**config.mk**
```make
export PLATFORM = sky130hd
export DESIGN_NAME = operand_fetch
export DESIGN_NICKNAME = d
export VERILOG_FILES = /design/src/rtl/operand_fetch_pkg.sv /design/src/rtl/reg_scoreboard.sv /design/src/rtl/operand_fetch.sv
export SDC_FILE = /design/constraint.sdc
export NUM_CORES = 1
export LEC_CHECK = 0
export ABC_AREA = 1
export BUFFER_PORTS_ARGS = -buffer_cell sky130_fd_sc_hd__buf_2
export CAP_MARGIN = 20
export CORE_UTILIZATION = 51
export CTS_CLUSTER_DIAMETER = 150
export CTS_CLUSTER_SIZE = 25
export DETAILED_ROUTE_END_ITERATION = 6
export PLACE_DENSITY = 0.8
export SYNTH_ARGS = -nofsm -noshare
export SYNTH_HDL_FRONTEND = slang
export SYNTH_SLANG_ARGS = --single-unit
```
**constraint.sdc**
```tcl
create_clock -name clock -period 5.6 [get_ports clock]
set_clock_uncertainty 0.15 [all_clocks]
set_input_delay 0.28 -clock clock [delete_from_list [all_inputs] [get_ports clock]]
set_output_delay 0.28 -clock clock [all_outputs]
set_load 0.02 [all_outputs]
```
**src/rtl/operand_fetch_pkg.sv**
```systemverilog
// Shared definitions for the operand fetch stage: MIPS field positions,
// opcode constants and the register index width.
package operand_fetch_pkg;

  localparam int DATA_W = 32;
  localparam int NREG   = 32;
  localparam int REG_W  = 5;

  localparam logic [5:0] OP_RTYPE = 6'd0;

  localparam int OP_MSB    = 31;
  localparam int OP_LSB    = 26;
  localparam int RS_MSB    = 25;
  localparam int RS_LSB    = 21;
  localparam int RT_MSB    = 20;
  localparam int RT_LSB    = 16;
  localparam int RD_MSB    = 15;
  localparam int RD_LSB    = 11;
  localparam int FUNCT_MSB = 5;
  localparam int FUNCT_LSB = 0;
  localparam int IMM_MSB   = 15;
  localparam int IMM_LSB   = 0;

endpackage

```
**src/rtl/reg_scoreboard.sv**
```systemverilog
// One busy bit per architectural register, marking writes still in flight.
// Two combinational query ports serve the rs and rt lookups.
module reg_scoreboard
  import operand_fetch_pkg::*;
#(
  parameter int NREG = 32
) (
  input  logic             clock,
  input  logic             reset_n,
  input  logic             clearAll,
  input  logic             setEn,
  input  logic [REG_W-1:0] setReg,
  input  logic             clrEn,
  input  logic [REG_W-1:0] clrReg,
  input  logic [REG_W-1:0] queryA,
  input  logic [REG_W-1:0] queryB,
  output logic             busyA,
  output logic             busyB
);

  logic [NREG-1:0] busy;

  // The set is written after the clear so a same-cycle set of the same register wins
  always_ff @(posedge clock or negedge reset_n) begin
    if (!reset_n) begin
      busy <= '0;
    end else if (clearAll) begin
      busy <= '0;
    end else begin
      if (clrEn) busy[clrReg] <= 1'b0;
      if (setEn) busy[setReg] <= 1'b1;
    end
  end

  assign busyA = busy[queryA];
  assign busyB = busy[queryB];

endmodule

```
**src/rtl/operand_fetch.sv**
```systemverilog
// Operand fetch stage: decodes a MIPS instruction, reads/bypasses its sources,
// stalls on scoreboard hazards and presents a registered operand bundle.
module operand_fetch #(
  parameter int DATA_W = operand_fetch_pkg::DATA_W,
  parameter int NREG   = operand_fetch_pkg::NREG
) (
  input  logic                               clock,
  input  logic                               reset_n,
  input  logic                               in_valid,
  output logic                               in_ready,
  input  logic [31:0]                        in_instr,
  output logic [operand_fetch_pkg::REG_W-1:0] readReg1,
  output logic [operand_fetch_pkg::REG_W-1:0] readReg2,
  input  logic [DATA_W-1:0]                  readData1,
  input  logic [DATA_W-1:0]                  readData2,
  input  logic                               wb_valid,
  input  logic [operand_fetch_pkg::REG_W-1:0] wb_reg,
  input  logic [DATA_W-1:0]                  wb_data,
  input  logic                               flush,
  output logic                               out_valid,
  input  logic                               out_ready,
  output logic [5:0]                         out_op,
  output logic [5:0]                         out_funct,
  output logic [DATA_W-1:0]                  out_opA,
  output logic [DATA_W-1:0]                  out_opB,
  output logic [operand_fetch_pkg::REG_W-1:0] out_dest,
  output logic [15:0]                        stall_count
);
  import operand_fetch_pkg::*;

  logic [5:0]       op;
  logic [5:0]       funct;
  logic [REG_W-1:0] rs;
  logic [REG_W-1:0] rt;
  logic [REG_W-1:0] rd;
  logic [15:0]      imm;
  logic             isRType;
  logic [REG_W-1:0] dest;
  logic             unusedShamt;

  assign op          = in_instr[OP_MSB:OP_LSB];
  assign rs          = in_instr[RS_MSB:RS_LSB];
  assign rt          = in_instr[RT_MSB:RT_LSB];
  assign rd          = in_instr[RD_MSB:RD_LSB];
  assign funct       = in_instr[FUNCT_MSB:FUNCT_LSB];
  assign imm         = in_instr[IMM_MSB:IMM_LSB];
  assign unusedShamt = ^in_instr[10:6];
  assign isRType     = (op == OP_RTYPE);
  assign dest        = isRType ? rd : rt;

  assign readReg1 = rs;
  assign readReg2 = rt;

  logic [DATA_W-1:0] rsVal;
  logic [DATA_W-1:0] rtVal;
  logic [DATA_W-1:0] opAVal;
  logic [DATA_W-1:0] opBVal;

  // Register 0 is hardwired to zero; a write landing this cycle overrides the file
  always_comb begin
    rsVal = readData1;
    rtVal = readData2;
    if (wb_valid && (wb_reg == rs)) rsVal = wb_data;
    if (wb_valid && (wb_reg == rt)) rtVal = wb_data;
    if (rs == '0) rsVal = '0;
    if (rt == '0) rtVal = '0;
    opAVal = rsVal;
    opBVal = isRType ? rtVal : {{(DATA_W-16){imm[15]}}, imm};
  end

  logic busyA;
  logic busyB;
  logic hazard;
  logic accept;

  assign hazard   = (busyA && !(wb_valid && (wb_reg == rs))) ||
                    (isRType && busyB && !(wb_valid && (wb_reg == rt)));
  assign in_ready = !flush && !hazard && (!out_valid || out_ready);
  assign accept   = in_valid && in_ready;

  reg_scoreboard #(.NREG(NREG)) uScoreboard (
    .clock    (clock),
    .reset_n  (reset_n),
    .clearAll (flush),
    .setEn    (accept && (dest != '0)),
    .setReg   (dest),
    .clrEn    (wb_valid),
    .clrReg   (wb_reg),
    .queryA   (rs),
    .queryB   (rt),
    .busyA    (busyA),
    .busyB    (busyB)
  );

  // Output bundle register; the payload only changes on an accept
  always_ff @(posedge clock or negedge reset_n) begin
    if (!reset_n) begin
      out_valid <= 1'b0;
      out_op    <= '0;
      out_funct <= '0;
      out_opA   <= '0;
      out_opB   <= '0;
      out_dest  <= '0;
    end else if (flush) begin
      out_valid <= 1'b0;
    end else if (accept) begin
      out_valid <= 1'b1;
      out_op    <= op;
      out_funct <= funct;
      out_opA   <= opAVal;
      out_opB   <= opBVal;
      out_dest  <= dest;
    end else if (out_ready) begin
      out_valid <= 1'b0;
    end
  end

  always_ff @(posedge clock or negedge reset_n) begin
    if (!reset_n) begin
      stall_count <= '0;
    end else if (in_valid && hazard && !flush && (stall_count != 16'hFFFF)) begin
      stall_count <= stall_count + 16'd1;
    end
  end

endmodule

```
==> parameters.txt, run 1 <==
Parameter                              Value

Status
  Status    finished, final reports clean

Synthesis
  Yosys top cell area share    43.3%
  Commonest cells in the netlist    242 x nand2_1, 130 x dfrtp_1, 119 x nand3_1, 100 x o21ai_0, 94 x inv_1
  Area share of and/or/nand/nor cells after synthesis    24.2%
  Number of flops mapped to enable cells by yosys    0
  Post-synthesis share of cell area spent on xor and xnor gates    1.63%
  Main combinational cell family by area after synthesis    simple AND/OR/NAND/NOR gates
  Top cells by area in the synthesized netlist    dfrtp_1 43%, nand2_1 12%, nand3_1 7.9%
  Syn_area_per_cell    7.54 sq um
  Fraction of the mapped netlist area in compound gates    20.4%
  Cell type contributing the most total cell area after synthesis    dfrtp_1
  Number of distinct library cells after synthesis    30
  Prevailing post-synth register cell    dfrtp_1
  Post-synthesis adder-cell area fraction    0.167%
  Count leader, synth    nand2_1
  Multiplexer share of the synthesized area    0%
  Post-Synthesis Net Count    1,136
  Cell count after synthesis    996
  Total of flip-flops plus latches after synthesis    130
  Post-synthesis instance area    7510 sq um
  Share of flip-flops with an asynchronous set or reset after synthesis    100%
  Count of synthesis-stage warnings from yosys    0
  Post-synthesis sequential area ratio    43.3%

Clocking
  Postcts setup bufs    0
  Number of buffers inserted during clock tree synthesis    17
  # resized after CTS    0
  Maximum root-to-sink buffer count    2
  Clock tree from TritonCTS    yes
  Total of hold buffers inserted after clock tree synthesis    14
  Clock root buffer    clkbuf_16
  CTS Sinks    130
  Post-CTS clock slew at the launch and capture registers of the worst setup and hold paths    0.06 ns
  Clk Latency, worst-skew pair    0.42 ns
  Clock H-tree levels    4

Cells and area
  Proportion of layout cells with a drive suffix above 1    24.0%
  Number of inserted filler cells in the final layout    1,214
  Multi-input gate area    3500 sq um
  Area used by sequential logic in the layout    3250 sq um
  Layout area overhead    24.5%
  Nets    1,356

Power
  Combinational Power Share    26.8%
  Clock network fraction of design power    34.3%
  Net switching power of the design    1.07 mW
  Sw Share    34.3%
  Total power per unit cell area    333 nW/um^2
  Power Total    3.12 mW
  IR Drop Worst-Case VDD    0.327 mV
  Leak    4.73 nW
  Internal power component    2.05 mW
  Register share of total power    38.8%

STA
  Tightest Pin Transition    0.965 ns
  Number of hold-slack violations in the final timing report    0
  Final setup violating endpoints    0
  Worst slew slack as a fraction of its limit    35.6%
  Time the final worst path needs with I/O delays and setup    3.24 ns
  Setup TNS after final layout    0 ns
  Pins Over Slew Limit    0
  Peak clock frequency supported by timing    0.308 GHz
  Portion of the clock cycle consumed by the worst path in the final layout    57.9%
  RSZ-0062 raised after global routing    false

Drt
  Initial DRC Count    704
  Antenna Nets Post-Route    0
  WL final    23,500 um
  Detailed-router iteration count before antenna repair    5
  Total number of vias    7,911
  Routed vias/inst    5.62
  Detailed-route DRC error count    0
  Wire length per cell    16.7 um

Global routing
  Tot GR Track Use    32.4%
  Wire length of the first global-routing pass    37,500 um
  Antenna violations before repair    1
  Maximum number of pins on one net before global-route repair    88
  Vias in the first global route    7,499
  Remaining Overflow, GRT    0

Floorplanning
  Initial standard-cell utilization of the core    53.3%
  Core ar.    14,100 sq um
  Die Outline Area    15,200 sq um
  IO Pins    248
  Width of the die    123 um
  Std-Cell Rows    43
  Y dimension of the die    123 um

Flow run
  Number of maximum-capacitance violations    0

Placed design
  Total of buffers placed on input and output ports    247
  Final estimated routing congestion in global placement    0.973
  Detailed-placement wirelength estimate    16,500 um

Worst setup path
  Crit path required time    5.77 ns
  Arrival time of data at the critical path endpoint    3.41 ns
  Largest fanout on the critical path    87
  Crit path capture type    flip-flop
  Worst Setup Path Type    in2reg
  Nature of the critical path startpoint    primary input

Min path
  Worst min path class    in2reg
-- final timing paths --
check,depth (start not counted),endpoint,from,slack [ns]
worst max register to register,11,out_opA[13],uScoreboard.busy[22],2.70
worst max-delay path,14,out_opA[13],in_instr[16],2.36
min in group asynchronous,2,out_opA[10],reset_n,0.32
worst min-delay path,3,out_opA[3],readData1[3],0.006
max in group asynchronous,3,stall_count[5],reset_n,3.51
worst min register to register,2,out_funct[5],out_funct[5],0.31
-- routing by layer --
layer	track usage, %	part of all wire (%)	up-vias
met1	40.3	41	3686
li1	-	-	3740
met2	52.1	47	407
met4	15.5	4.0	0
met3	8.81	8.4	78
met5	0	0	-
-- per-stage QoR --
stage	hold slack (ns)	std cells	setup WS, ns	utilization [%]	instance area, sq um
global route	0.0244	1408	2.02	66.4	9350
floorplan	-0.166	996	3.42	-	7510
finish	0.00627	1408	2.36	66.4	9350
global placement	0.237	1363	2.14	61.4	8650
CTS	0.00134	1407	2.44	66.3	9350
detailed placement	0.232	1363	2.00	61.4	8650
-- worst max-delay path: stages --
cell and delay (ns):
buf_2 0.33, inv_4 0.17, nand2_1 0.09, nand2_1 0.05
nor3_1 0.17, nand3_2 0.08, buf_4 0.31, nand2_1 0.13
inv_1 0.06, nand3_2 0.08, nand3_2 0.14, nor2_8 0.58
inv_4 0.47, o21ai_0 0.36
-- area by class of cell --
| cell class | count | share of cell area [%] |
|---|---|---|
| multi-input combinational | 698 | 37.4 |
| sequential | 130 | 34.8 |
| timing repair buffer | 268 | 15.3 |
| clock buffer | 21 | 4.82 |
| inverter | 101 | 4.11 |
| tap | 180 | 2.41 |
| clock inverter | 9 | 1.15 |
| antenna | 1 | 0.0268 |
-- cell families after synthesis --
family | Yosys count
fa+ha+maj | 1
xor+xnor | 14
flops | 130
compound gates | 257
buf+inv | 168
simple gates | 426
-- layout by cell type, fill, tap and decap left out, drive strengths merged --
master       count
nand3b           1
diode            1
nor4             1
a21oi           36
a31oi            1
clkinv           5
o21a            64
dlygate4sd3     14
o21ai          120
xnor2            3
buf            254
clkbuf          21
ha               1
inv            101
nand2          243
nor3             8
o22ai            3
nor2            46
o211ai          33
nand4            4
dfrtp          130
clkinvlp         2
nand3          123
bufinv           2
xor2            11
-- power by group through the flow --
stage / Sequential (mW) / Combinational, mW / Clock, mW
floorplan: 1.42 / 0.301 / 0
global placement: 1.22 / 0.810 / 0
detailed placement: 1.22 / 0.825 / 0
CTS: 1.21 / 0.835 / 1.08
global route: 1.23 / 0.913 / 1.12
finish: 1.21 / 0.837 / 1.07
-- registers in the layout (all words and copies together) (netlist names) --
signal and flops:
stall_count 16, out_opA 32, out_funct 6, out_valid 1
out_op 6, out_opB 32, uScoreboard.busy 32, out_dest 5
Power figures use the tool's default switching activity.
==> run 2, diff against run 1 <==
--- a/config.mk
+++ b/config.mk
@@ -8,11 +8,11 @@
 export ABC_AREA = 1
 export BUFFER_PORTS_ARGS = -buffer_cell sky130_fd_sc_hd__buf_2
 export CAP_MARGIN = 20
-export CORE_UTILIZATION = 51
+export CORE_UTILIZATION = 47
 export CTS_CLUSTER_DIAMETER = 150
 export CTS_CLUSTER_SIZE = 25
 export DETAILED_ROUTE_END_ITERATION = 6
-export PLACE_DENSITY = 0.8
+export PLACE_DENSITY = 0.78
 export SYNTH_ARGS = -nofsm -noshare
 export SYNTH_HDL_FRONTEND = slang
 export SYNTH_SLANG_ARGS = --single-unit
==> constraint.sdc (replaced) <==
create_clock -name clock -period 2.8 [get_ports clock]
set_clock_uncertainty 0.15 [all_clocks]
set_input_delay 0.14 -clock clock [delete_from_list [all_inputs] [get_ports clock]]
set_output_delay 0.14 -clock clock [all_outputs]
set_load 0.02 [all_outputs]
==> parameters.txt, run 2 (synthesis results as in run 1) <==
Parameter                              Value

Status
  Status    finished, violations left (was finished, final reports clean)
  Violated checks    hold timing

Global routing
  Maximum number of pins on one net before global-route repair    88 (unchanged)
  Vias in the first global route    8,059 (was 7,499)
  Tot GR Track Use    31.5% (was 32.4%)
  Wire length of the first global-routing pass    40,300 um (was 37,500 um)
  Antenna violations before repair    0 (was 1)
  Remaining Overflow, GRT    0 (unchanged)

Worst setup path
  Crit path required time    2.98 ns (was 5.77 ns)
  Nature of the critical path startpoint    primary input (unchanged)
  Crit path capture type    flip-flop (unchanged)
  Largest fanout on the critical path    87 (unchanged)
  Arrival time of data at the critical path endpoint    2.65 ns (was 3.41 ns)
  Worst Setup Path Type    in2reg (unchanged)
  Count of cells along the worst register-to-register path    12 (was 11)

Drt
  WL final    24,900 um (was 23,500 um)
  Total number of vias    8,285 (was 7,911)
  Initial DRC Count    616 (was 704)
  Detailed-router iteration count before antenna repair    6 (was 5)
  Routed vias/inst    5.51 (was 5.62)
  Wire length per cell    16.6 um (was 16.7 um)
  Antenna Nets Post-Route    0 (unchanged)
  Detailed-route DRC error count    0 (unchanged)

Clocking
  # resized after CTS    0 (unchanged)
  Clock root buffer    clkbuf_16 (unchanged)
  Post-CTS clock slew at the launch and capture registers of the worst setup and hold paths    0.05 ns (was 0.06 ns)
  Total of hold buffers inserted after clock tree synthesis    72 (was 14)
  CTS Sinks    130 (unchanged)
  Clock H-tree levels    4 (unchanged)
  Clock tree from TritonCTS    yes (unchanged)
  Postcts setup bufs    0 (unchanged)
  Maximum root-to-sink buffer count    2 (unchanged)
  Clk Latency, worst-skew pair    0.42 ns (about the same)
  Number of buffers inserted during clock tree synthesis    17 (unchanged)

STA
  Peak clock frequency supported by timing    0.405 GHz
  Time the final worst path needs with I/O delays and setup    2.47 ns
  Setup TNS after final layout    0 ns (unchanged)
  RSZ-0062 raised after global routing    false (unchanged)
  Number of hold-slack violations in the final timing report    1 (was 0)
  Final setup violating endpoints    0 (unchanged)
  Tightest Pin Transition    0.828 ns (was 0.965 ns)
  Final critical-path setup slack    0.332 ns (was 2.36 ns)
  Smallest hold slack    -0.000855 ns (was 0.00627 ns)
  Portion of the clock cycle consumed by the worst path in the final layout    88.1%
  Worst slew slack as a fraction of its limit    44.8% (was 35.6%)
  Pins Over Slew Limit    0 (unchanged)

Floorplanning
  IO Pins    248 (unchanged)
  Std-Cell Rows    45 (was 43)
  Width of the die    128 um (was 123 um)
  Core ar.    15,400 sq um (was 14,100 sq um)
  Die Outline Area    16,500 sq um (was 15,200 sq um)
  Y dimension of the die    128 um (was 123 um)
  Initial standard-cell utilization of the core    48.9% (was 53.3%)

Power
  Combinational Power Share    28.0% (was 26.8%)
  Register share of total power    38.6% (was 38.8%)
  Sw Share    33.9% (was 34.3%)
  Internal power component    4.15 mW (was 2.05 mW)
  Total power per unit cell area    627 nW/um^2 (was 333 nW/um^2)
  Net switching power of the design    2.13 mW (was 1.07 mW)
  IR Drop Worst-Case VDD    0.496 mV (was 0.327 mV)
  Clock network fraction of design power    33.4% (was 34.3%)
  Leak    5.01 nW (was 4.73 nW)

Cells and area
  Layout area overhead    33.6% (was 24.5%)
  Highest-count cells in the layout ignoring fill and taps    246 x buf_2, 242 x nand2_1, 130 x dfrtp_1 (unchanged)
  Share of the core filled with cells in the final layout    65.3% (was 66.4%)
  Most common cell after layout, fill and taps aside    buf_2 (unchanged)
  Number of inserted filler cells in the final layout    1,285 (was 1,214)
  Nets    1,421 (was 1,356)
  Post-route cell area    10,000 sq um (was 9350 sq um)
  Antenna diodes    0 (was 1)
  Proportion of layout cells with a drive suffix above 1    23.1% (was 24.0%)
  Largest registers in the final layout    out_opA (32), out_opB (32), uScoreboard.busy (32) (unchanged)

Placed design
  Final estimated routing congestion in global placement    0.966 (was 0.973)
  Detailed-placement wirelength estimate    16,700 um (was 16,500 um)
  Total of buffers placed on input and output ports    247 (unchanged)
  Dpl cell area    8760 sq um (was 8650 sq um)
  Placement Setup Slack    0.268 ns (was 2.00 ns)

Flow run
  Number of maximum-capacitance violations    0 (unchanged)

Min path
  Number of instances on the worst hold path    4 (was 3)
  Worst min path class    in2reg (unchanged)
run 2: cell types whose count changed in the layout (fill, tap and decap cells not counted), moves of 3 or more:
| cell | delta |
|---|---|
| clkbuf_1 | +4 |
| clkinv_2 | -3 |
| clkbuf_8 | +3 |
| buf_4 | +6 |
| dlygate4sd3_1 | +58 |
run 2: through the flow:
| stage | power [mW] | instances | hold slack, ns |
|---|---|---|---|
| floorplan | 3.43 | 996 | -0.306 |
| global placement | 4.06 | 1401 | -0.130 |
| detailed placement | 4.10 | 1401 | -0.131 |
| CTS | 6.29 | 1504 | 0.00192 |
| global route | 6.59 | 1504 | 0.0194 |
| finish | 6.28 | 1504 | -0.000855 |
run 2: worst paths after layout:
check                                to  slack (ns)                 start
max                          out_opA[8]        0.33          in_instr[28]
max reg2reg                  out_opA[8]        0.37  uScoreboard.busy[22]
min in group asynchronous   out_opA[25]        0.22               reset_n
min                          out_opB[9]     -0.0009            wb_data[9]
max in group asynchronous   out_opA[31]        1.24               reset_n
min reg2reg                out_funct[0]        0.31          out_funct[0]
run 2: per-layer routing:
metal / vias to the layer above / global-route usage (%) / part of all wire, % / wire length [um]
met5: - / 0 / 0 / 0
met4: 0 / 16.8 / 5.0 / 1230
met3: 118 / 7.57 / 8.1 / 2030
met2: 465 / 50.3 / 47 / 11700
met1: 3826 / 39.7 / 40 / 9980
li1: 3876 / - / - / -
run 2: power groups by stage:
stage / clock [mW] / sequential [mW] / combinational [mW]
3_3_place_gp: 0 / 2.43 / 1.63
6_report: 2.10 / 2.42 / 1.76
2_1_floorplan: 0 / 2.83 / 0.601
5_1_grt: 2.22 / 2.46 / 1.91
3_5_place_dp: 0 / 2.44 / 1.66
4_1_cts: 2.13 / 2.42 / 1.74
run 2: layout make-up:
cell class	count	area [sq um]	share of cell area [%]
clock inverter	3	46.3	0.462
sequential	130	3250	32.4
timing repair buffer	333	2080	20.7
inverter	101	384	3.83
multi-input combinational	698	3500	34.9
clock buffer	28	507	5.05
tap	211	264	2.63
run 2: worst max-delay path, cell delays in order:
cell           delay [ns]
dlygate4sd3_1        0.54
buf_2                0.13
nor2_1               0.09
nand3_1              0.12
buf_4                0.19
inv_1                0.06
nand2_1              0.06
inv_1                0.07
nand3_2              0.09
nand3_2              0.13
nor2_8               0.08
inv_4                0.57
nand2_1              0.15
o21ai_1              0.13
==> run 3, diff against run 2 <==
--- a/config.mk
+++ b/config.mk
@@ -12,6 +12,7 @@
 export CTS_CLUSTER_DIAMETER = 150
 export CTS_CLUSTER_SIZE = 25
 export DETAILED_ROUTE_END_ITERATION = 6
+export MAX_ROUTING_LAYER = met4
 export PLACE_DENSITY = 0.78
 export SYNTH_ARGS = -nofsm -noshare
 export SYNTH_HDL_FRONTEND = slang
==> constraint.sdc (replaced) <==
create_clock -name clock -period 2.2 [get_ports clock]
set_clock_uncertainty 0.15 [all_clocks]
set_input_delay 0.11 -clock clock [delete_from_list [all_inputs] [get_ports clock]]
set_output_delay 0.11 -clock clock [all_outputs]
set_load 0.02 [all_outputs]
==> parameters.txt, run 3 (synthesis results as in run 1) <==
Parameter                              Value

Status
  Status    finished, violations left (unchanged)
  Violated checks    DRC, setup timing (was hold timing)

STA
  Worst slew slack as a fraction of its limit    54.1% (was 44.8%)
  Portion of the clock cycle consumed by the worst path in the final layout    100%
  Peak clock frequency supported by timing    0.453 GHz
  Smallest hold slack    0.00143 ns (was -0.000855 ns)
  Pins Over Slew Limit    0 (unchanged)
  RSZ-0062 raised after global routing    true (was false)
  Final setup violating endpoints    1 (was 0)
  Final critical-path setup slack    -0.00992 ns (was 0.332 ns)
  Time the final worst path needs with I/O delays and setup    2.21 ns
  Tightest Pin Transition    0.689 ns (was 0.828 ns)
  Number of hold-slack violations in the final timing report    0 (was 1)

Worst setup path
  Setup crit start    uScoreboard.busy[3] (was in_instr[28])
  Largest fanout on the critical path    9 (was 87)
  Nature of the critical path startpoint    flip-flop (was primary input)
  Crit path capture type    flip-flop (unchanged)
  Arrival time of data at the critical path endpoint    2.39 ns (was 2.65 ns)
  Critical R2R Launch    uScoreboard.busy[3] (was uScoreboard.busy[22])
  Worst Setup Path Type    reg2reg (was in2reg)
  Crit path required time    2.38 ns (was 2.98 ns)

Placed design
  Detailed-placement wirelength estimate    17,800 um (was 16,700 um)
  Placement Setup Slack    -0.0180 ns (was 0.268 ns)
  Total of buffers placed on input and output ports    247 (unchanged)
  Final estimated routing congestion in global placement    1.01 (was 0.966)

Cells and area
  Nets    1,513 (was 1,421)
  Share of the core filled with cells in the final layout    74.4% (was 65.3%)
  Largest registers in the final layout    out_opA (32), out_opB (32), uScoreboard.busy (32) (unchanged)
  Layout area overhead    52.2% (was 33.6%)
  Highest-count cells in the layout ignoring fill and taps    245 x buf_2, 235 x nand2_1, 130 x dfrtp_1 (was 246 x buf_2, 242 x nand2_1, 130 x dfrtp_1)
  Proportion of layout cells with a drive suffix above 1    28.6% (was 23.1%)
  Antenna diodes    0 (unchanged)
  Most common cell after layout, fill and taps aside    buf_2 (unchanged)
  Number of inserted filler cells in the final layout    1,015 (was 1,285)

Global routing
  Remaining Overflow, GRT    0 (unchanged)
  Tot GR Track Use    37.9% (was 31.5%)
  Maximum number of pins on one net before global-route repair    76 (was 88)
  Wire length of the first global-routing pass    46,200 um (was 40,300 um)
  Vias in the first global route    9,025 (was 8,059)
  Antenna violations before repair    0 (unchanged)

Drt
  Uppermost layer routed    met4 (unchanged)
  Routed vias/inst    5.87 (was 5.51)
  Total number of vias    9,370 (was 8,285)
  Routed length on met3    3150 um (was 2030 um)
  Detailed-router iteration count before antenna repair    7 (was 6)
  Met2 wire len    15,400 um (was 11,700 um)
  Initial DRC Count    1,059 (was 616)
  Wire length per cell    20.3 um (was 16.6 um)
  WL final    32,300 um (was 24,900 um)
  Sum of routed wire segments on met1    11,700 um (was 9980 um)
  Antenna Nets Post-Route    0 (unchanged)
  Detailed-route DRC error count    7 (was 0)

Floorplanning
  Width of the die    128 um (unchanged)
  Core ar.    15,400 sq um (unchanged)
  Die Outline Area    16,500 sq um (unchanged)
  Std-Cell Rows    45 (unchanged)
  Y dimension of the die    128 um (unchanged)
  IO Pins    248 (unchanged)
  Initial standard-cell utilization of the core    48.9% (unchanged)

Clocking
  Post-CTS clock slew at the launch and capture registers of the worst setup and hold paths    0.06 ns (was 0.05 ns)
  Clock H-tree levels    4 (unchanged)
  Maximum root-to-sink buffer count    2 (unchanged)
  CTS Sinks    130 (unchanged)
  Clk Latency, worst-skew pair    0.43 ns (was 0.42 ns)
  Clock root buffer    clkbuf_16 (unchanged)
  Number of buffers inserted during clock tree synthesis    17 (unchanged)
  Clock tree from TritonCTS    yes (unchanged)

Min path
  Worst min path class    in2reg (unchanged)
  Launch instance of the worst min-delay path    in_instr[15] (was wb_data[9])

Power
  Total power per unit cell area    778 nW/um^2 (was 627 nW/um^2)
  IR Drop Worst-Case VDD    0.812 mV (was 0.496 mV)
  Leak    5.62 nW (was 5.01 nW)

Flow run
  Number of maximum-capacitance violations    0 (unchanged)
-- run 3: changes by cell type in the layout (fill, tap and decap cells not counted), sizes merged, moves of 3 or more --
cell | previous run | this run
buf | 261 | 303
clkbuf | 28 | 24
dlygate4sd3 | 72 | 115
inv | 100 | 104
bufinv | 1 | 4
clkinv | 2 | 5
-- run 3: area by class of cell --
type	count	area, sq um	area share (%)
clock buffers	17	425	3.72
repair buffers	425	3200	28.0
inverters	101	394	3.45
flip-flops and latches	130	3250	28.5
multi-input cells	698	3690	32.3
clock inverters	14	204	1.78
well taps	211	264	2.31
-- run 3: path summary, 6_finish.rpt --
kind,end,slack (ns),cells past startpoint
max reg2reg,uScoreboard.busy[31],-0.01,15
min in group asynchronous,out_opA[21],0.10,2
min reg2reg,out_op[3],0.32,2
min,out_dest[4],0.001,3
max in group asynchronous,out_opA[3],1.06,3
max,uScoreboard.busy[31],-0.01,15
-- run 3: power by group --
part	internal [mW]	leakage, nW	switching [mW]
logic	1.02	3.69	1.66
clock network	1.91	0.302	1.20
registers	2.81	1.63	0.303
total	5.74	5.62	3.15
-- run 3: timing repair --
item | CTS | global route
gates resized for setup | 1 | 71
pin swaps | 0 | 16
setup buffers | 0 | 8
gates cloned | 0 | 12
hold buffers | 115 | 0
setup endpoints to repair | 1 | 115
endpoints found under the hold margin | 121 | 0
-- run 3: worst max-delay path: stages, from the launching register on --
cell	delay (ns)
dfrtp_1	0.42
inv_1	0.07
nand2_1	0.04
nand3_1	0.08
nand2_1	0.05
nand2_1	0.06
nand2_1	0.05
nor2_1	0.10
nand2_1	0.07
nand3_2	0.13
nand3_4	0.12
nor2_8	0.17
buf_12	0.16
buf_6	0.15
nand3_1	0.11
a21oi_1	0.19
-- run 3: routing by layer --
layer / vias up / global-route usage (%)
met5: - / -
met4: 0 / 22.5
met3: 201 / 7.44
met2: 759 / 62.0
met1: 4345 / 43.1
li1: 4065 / -
-- run 3: metrics by stage --
stage	cell area [sq um]	total power [mW]	instances	setup TNS, ns
6_report	11400	8.90	1596	-0.00992
5_1_grt	11400	9.18	1596	-3.13
4_1_cts	10900	8.55	1577	0
3_5_place_dp	9110	5.31	1431	-0.0837
3_3_place_gp	9110	5.27	1431	0
2_1_floorplan	7510	4.37	996	0
